[config.mk]
export PLATFORM = sky130hd
export DESIGN_NAME = flick_debouncer
export DESIGN_NICKNAME = d
export VERILOG_FILES = /design/src/rtl/flick_debouncer_pkg.sv /design/src/rtl/flick_debouncer_sync_chain.sv /design/src/rtl/flick_debouncer.sv
export SDC_FILE = /design/constraint.sdc
export NUM_CORES = 1
export LEC_CHECK = 0
export BUFFER_PORTS_ARGS = -buffer_cell sky130_fd_sc_hd__buf_2
export CAP_MARGIN = 20
export CORE_MARGIN = 4
export CORE_UTILIZATION = 35
export CTS_BUF_LIST = sky130_fd_sc_hd__clkbuf_4 sky130_fd_sc_hd__clkbuf_8 sky130_fd_sc_hd__clkbuf_16
export DETAILED_ROUTE_END_ITERATION = 10
export PLACE_DENSITY_LB_ADDON = 0.2
export SYNTH_ARGS = -nofsm -noshare
export SYNTH_HDL_FRONTEND = slang
export SYNTH_SLANG_ARGS = --single-unit
export TNS_END_PERCENT = 100
[constraint.sdc]
create_clock -name clk -period 2.45 [get_ports clk]
set_input_delay 0.1225 -clock clk [delete_from_list [all_inputs] [get_ports clk]]
set_output_delay 0.1225 -clock clk [all_outputs]
set_load 0.02 [all_outputs]
[src/rtl/flick_debouncer_pkg.sv]
// Shared FSM encoding and helpers for the flick push-button debouncer.
// Latency: none (types and functions only). Backpressure: not applicable.
// Imported by the debouncer top level.
package flick_debouncer_pkg;

  typedef enum logic [1:0] {
    S_LOW      = 2'd0,
    S_RISE_CHK = 2'd1,
    S_HIGH     = 2'd2,
    S_FALL_CHK = 2'd3
  } state_t;

  localparam logic [7:0] BOUNCE_MAX = 8'hFF;

  // Bounce counter sticks at its ceiling so heavy chatter never reads as low activity.
  function automatic logic [7:0] sat_inc8(input logic [7:0] v);
    return (v == BOUNCE_MAX) ? v : v + 8'd1;
  endfunction

endpackage

[src/rtl/flick_debouncer_sync_chain.sv]
// Multi-flop synchroniser bringing the asynchronous button pin into clk.
// Latency: STAGES cycles. Backpressure: none, samples every cycle.
// Cleared asynchronously to 0 by the active-low reset.
module sync_chain #(
  parameter int STAGES = 2
) (
  input  logic clk,
  input  logic reset,
  input  logic d,
  output logic q
);

  logic [STAGES-1:0] sr;

  always_ff @(posedge clk or negedge reset) begin
    if (!reset) sr <= '0;
    else        sr <= {sr[STAGES-2:0], d};
  end

  assign q = sr[STAGES-1];

endmodule

[src/rtl/flick_debouncer.sv]
// Debounces the flick button: clean level, press/release/long-press strobes, bounce counter.
// Latency: level and strobe appear SYNC_STAGES+DB_CYCLES edges after a clean pin change.
// Backpressure: none; strobes are single-cycle and cannot be stalled.
module flick_debouncer
  import flick_debouncer_pkg::*;
#(
  parameter int SYNC_STAGES = 2,
  parameter int DB_CYCLES   = 500000,
  parameter int LONG_CYCLES = 50000000,
  parameter int CNT_W       = 26
) (
  input  logic       clk,
  input  logic       reset,
  input  logic       flick_raw,
  output logic       flick_level,
  output logic       flick_rise,
  output logic       flick_fall,
  output logic       long_press,
  output logic [7:0] bounce_cnt
);

  localparam logic [CNT_W-1:0] DB_LAST   = CNT_W'(DB_CYCLES - 1);
  localparam logic [CNT_W-1:0] LONG_LAST = CNT_W'(LONG_CYCLES - 1);
  localparam logic [CNT_W-1:0] LONG_MAX  = CNT_W'(LONG_CYCLES);

  logic             s;
  state_t           state_q, state_d;
  logic [CNT_W-1:0] dcnt_q, dcnt_d;
  logic [CNT_W-1:0] hcnt_q, hcnt_d;
  logic             level_q, level_d;
  logic             rise_q, rise_d;
  logic             fall_q, fall_d;
  logic             long_q, long_d;
  logic [7:0]       bcnt_q, bcnt_d;

  sync_chain #(.STAGES(SYNC_STAGES)) u_sync (
    .clk   (clk),
    .reset (reset),
    .d     (flick_raw),
    .q     (s)
  );

  always_ff @(posedge clk or negedge reset) begin
    if (!reset) begin
      state_q <= S_LOW;
      dcnt_q  <= '0;
      hcnt_q  <= '0;
      level_q <= 1'b0;
      rise_q  <= 1'b0;
      fall_q  <= 1'b0;
      long_q  <= 1'b0;
      bcnt_q  <= '0;
    end else begin
      state_q <= state_d;
      dcnt_q  <= dcnt_d;
      hcnt_q  <= hcnt_d;
      level_q <= level_d;
      rise_q  <= rise_d;
      fall_q  <= fall_d;
      long_q  <= long_d;
      bcnt_q  <= bcnt_d;
    end
  end

  always_comb begin
    state_d = state_q;
    dcnt_d  = dcnt_q;
    hcnt_d  = hcnt_q;
    level_d = level_q;
    rise_d  = 1'b0;
    fall_d  = 1'b0;
    long_d  = 1'b0;
    bcnt_d  = bcnt_q;

    // Hold time keeps running through a release check, so a bounce back to
    // S_HIGH finds the counter already saturated and cannot fire long_press twice.
    if (state_q == S_HIGH || state_q == S_FALL_CHK) begin
      if (hcnt_q != LONG_MAX) hcnt_d = hcnt_q + 1'b1;
      if (hcnt_q == LONG_LAST) long_d = 1'b1;
    end

    case (state_q)
      S_LOW: begin
        if (s) begin
          state_d = S_RISE_CHK;
          dcnt_d  = CNT_W'(1);
        end
      end
      S_RISE_CHK: begin
        if (!s) begin
          state_d = S_LOW;
          bcnt_d  = sat_inc8(bcnt_q);
        end else if (dcnt_q == DB_LAST) begin
          state_d = S_HIGH;
          level_d = 1'b1;
          rise_d  = 1'b1;
          hcnt_d  = '0;
        end else begin
          dcnt_d = dcnt_q + 1'b1;
        end
      end
      S_HIGH: begin
        if (!s) begin
          state_d = S_FALL_CHK;
          dcnt_d  = CNT_W'(1);
        end
      end
      S_FALL_CHK: begin
        if (s) begin
          state_d = S_HIGH;
          bcnt_d  = sat_inc8(bcnt_q);
        end else if (dcnt_q == DB_LAST) begin
          state_d = S_LOW;
          level_d = 1'b0;
          fall_d  = 1'b1;
        end else begin
          dcnt_d = dcnt_q + 1'b1;
        end
      end
      default: state_d = S_LOW;
    endcase
  end

  assign flick_level = level_q;
  assign flick_rise  = rise_q;
  assign flick_fall  = fall_q;
  assign long_press  = long_q;
  assign bounce_cnt  = bcnt_q;

endmodule

==> impl_metrics.py <==
metrics = {
    "power": {
        "peakVddDrop_uv": 452,
        "p_leak_nw": 1.74,
        "power_mw": 2.38,
        "power_density_mw_per_mm2": 593,
    },
    "min_path": {
        "holdCritPathClass": "in -> async",
    },
    "clock_tree": {
        "clkTransAtPathRegs_ps": 80,
        "cts_buffer_depth": 2,
        "cts.sinks": 68,
        "clk_root_buffer_cell": "clkbuf_8",
        "cts_tree": "built",
        "htreeDepth": 3,
        "numCtsBuffers": 9,
        "insertion_delay_ps": 360,
        "post_cts_resized": 0,
    },
    "synth": {
        "ys_ff_latch": 68,
        "syn-num-nets": 365,
        "yosysSeqAreaShare_pct": 49.2,
        "synth_cells": 358,
        "avgSynthCellArea_um2": 9.66,
        "async_reset_ff_share_pct": 100,
        "syn_area_mm2": 0.00346,
        "synth_area_leaders": "dfrtp_1, xor2_1, nor2_1",
        "ys.flop_type": "dfrtp_1",
        "synth.top_cell.area_share_pct": 49.2,
        "yosys.area.top_type": "dfrtp_1",
        "synth_cell_type_count": 42,
        "synth_edf_count": 0,
        "ys_warn_count": 0,
    },
    "die": {
        "die-area_mm2": 0.0115,
        "std_cell_rows": 36,
        "die_h_um": 107,
        "ios": 15,
        "coreArea_mm2": 0.00968,
        "initial_core_util_pct": 35.7,
        "die_x_um": 107,
    },
    "placement": {
        "gp_congestion": 0.860,
        "postPlaceCellArea_mm2": 0.00380,
        "place_hpwl_um": 5240,
        "portBuffers": 14,
    },
    "setup_path": {
        "critPathLaunchType": "register",
        "worstPathMaxFanout": 7,
        "ff2ff_path_depth": 4,
        "arrival_ps": 2480,
        "cp-end-kind": "register",
        "critical_path_class": "reg -> reg",
        "required_ps": 2690,
    },
    "cells_and_area": {
        "nets": 399,
        "final_common_cell": "dfrtp_1",
        "fin_util_pct": 41.4,
        "layout_common_cells": "dfrtp_1, nor2_1, nand2_1",
        "fill_cells": 972,
        "design_area_mm2": 0.00401,
        "drive_above_1_share_pct": 16.6,
        "multi_input_area_mm2": 0.00168,
        "regArea_mm2": 0.00170,
        "synthToLayoutAreaGrowth_pct": 15.8,
        "n_antenna_cell": 0,
    },
    "timing": {
        "totalNegativeSetupSlack_ps": 0,
        "drv_slew": 0,
        "skew_ps": 14.3,
        "grt_setup_unrepaired": "no",
        "max_slew.worst_pin.slew_ps": 702,
        "hold_violations": 0,
        "relSlewSlack_pct": 53.2,
        "period_minus_slack_ps": 2230,
        "fmax_mhz": 448,
        "setup_violations": 0,
        "fin_crit_sh_pct": 91.1,
    },
    "route": {
        "vias_per_cell": 5.12,
        "wire_per_inst_um": 14.3,
        "ant_nets": 0,
        "first_pass_iters": 4,
        "drt_iter0_markers": 122,
        "vias": 2715,
        "wl_um": 7580,
        "drc": 0,
    },
    "global_routing": {
        "grt_pass1_vias": 2626,
        "grt_use_total_pct": 14.3,
        "grt_overflow": 0,
        "grt_max_degree": 29,
        "grt_pass1_wl_um": 13000,
        "antenna_found_initial": 0,
    },
    "run_status": {
        "status": "finished clean",
    },
    "flow_run": {
        "max-cap-violations": 0,
    },
}
-- logic make-up after synthesis --
logic type / share of synthesized area, %
AO/OA/AOI/OAI: 6.15
XOR/XNOR: 9.87
adder cells (fa/ha/maj): 1.45
buffers and inverters: 2.31
flip-flops: 49.2
multiplexers: 1.92
AND/OR/NAND/NOR: 29.1
-- power breakdown --
part	switching (mW)	internal, mW
Sequential	0.0689	1.18
Combinational	0.153	0.0990
Clock	0.474	0.403
-- registers in the layout, summed over array words and instances (netlist names), named ones only --
register and count:
hcnt_q 26, flick_level 1, bounce_cnt 8, state_q 1
long_press 1, flick_fall 1, flick_rise 1, dcnt_q 26
u_sync.sr 2
-- final timing paths --
path	start	endpoint	slack (ps)
setup / recovery	hcnt_q[8]	hcnt_q[1]	220
hold / removal	reset	dcnt_q[7]	360
setup reg to reg	hcnt_q[8]	hcnt_q[1]	220
hold reg to reg	u_sync.sr[0]	u_sync.sr[1]	360
max in group asynchronous	reset	hcnt_q[20]	1410
min in group clk	u_sync.sr[0]	u_sync.sr[1]	360
-- per-stage QoR --
step,setup WS (ps),instances,hold WS (ps)
6_report,218,530,357
2_1_floorplan,275,358,-173
3_5_place_dp,228,512,227
3_3_place_gp,266,512,224
4_1_cts,217,530,370
5_1_grt,46.5,530,371
-- synthesized netlist by cell type (all sizes together), types with 2 or more instances --
library cell and n:
or2 2, nand4b 2, nand4 27, or4b 3, and4 3, xor2 26
or3 12, and3 7, nand2b 3, o21ai 15, nor4 9, or4 4
nor3 5, buf 2, nor4b 4, ha 4, nor2 50, xnor2 13
inv 7, nor3b 3, nand3 17, nor2b 2, o211ai 5, nand2 30
dfrtp 68, mux2 5, a31oi 2, a21oi 13, clkbuf 10
-- worst max-delay path, cell delays in order (launching register included) --
cell,delay (ps)
dfrtp_1,450
or4b_2,710
or4_1,480
nand2_1,150
mux2_2,340
-- repair_timing --
action,CTS,global route
endpoints found under the hold margin,26,0
buffers inserted,0,0
hold buffers,2,0
-- layout make-up --
class                      instances  share of cell area, %
sequential                        68                   42.5
multi-input combinational        271                   42.0
timing repair buffer              35                   6.12
tap                              133                   4.15
clock buffer                      10                   3.43
clock inverter                     6                   1.16
inverter                           7                  0.656
-- per-layer routing --
metal	vias up	wire [µm]	track usage (%)
met5	-	0	0
met4	0	78	5.86
met3	8	213	3.90
met2	32	3490	21.6
met1	1329	3800	19.3
li1	1346	-	-
(Power assumes the default switching activity.)
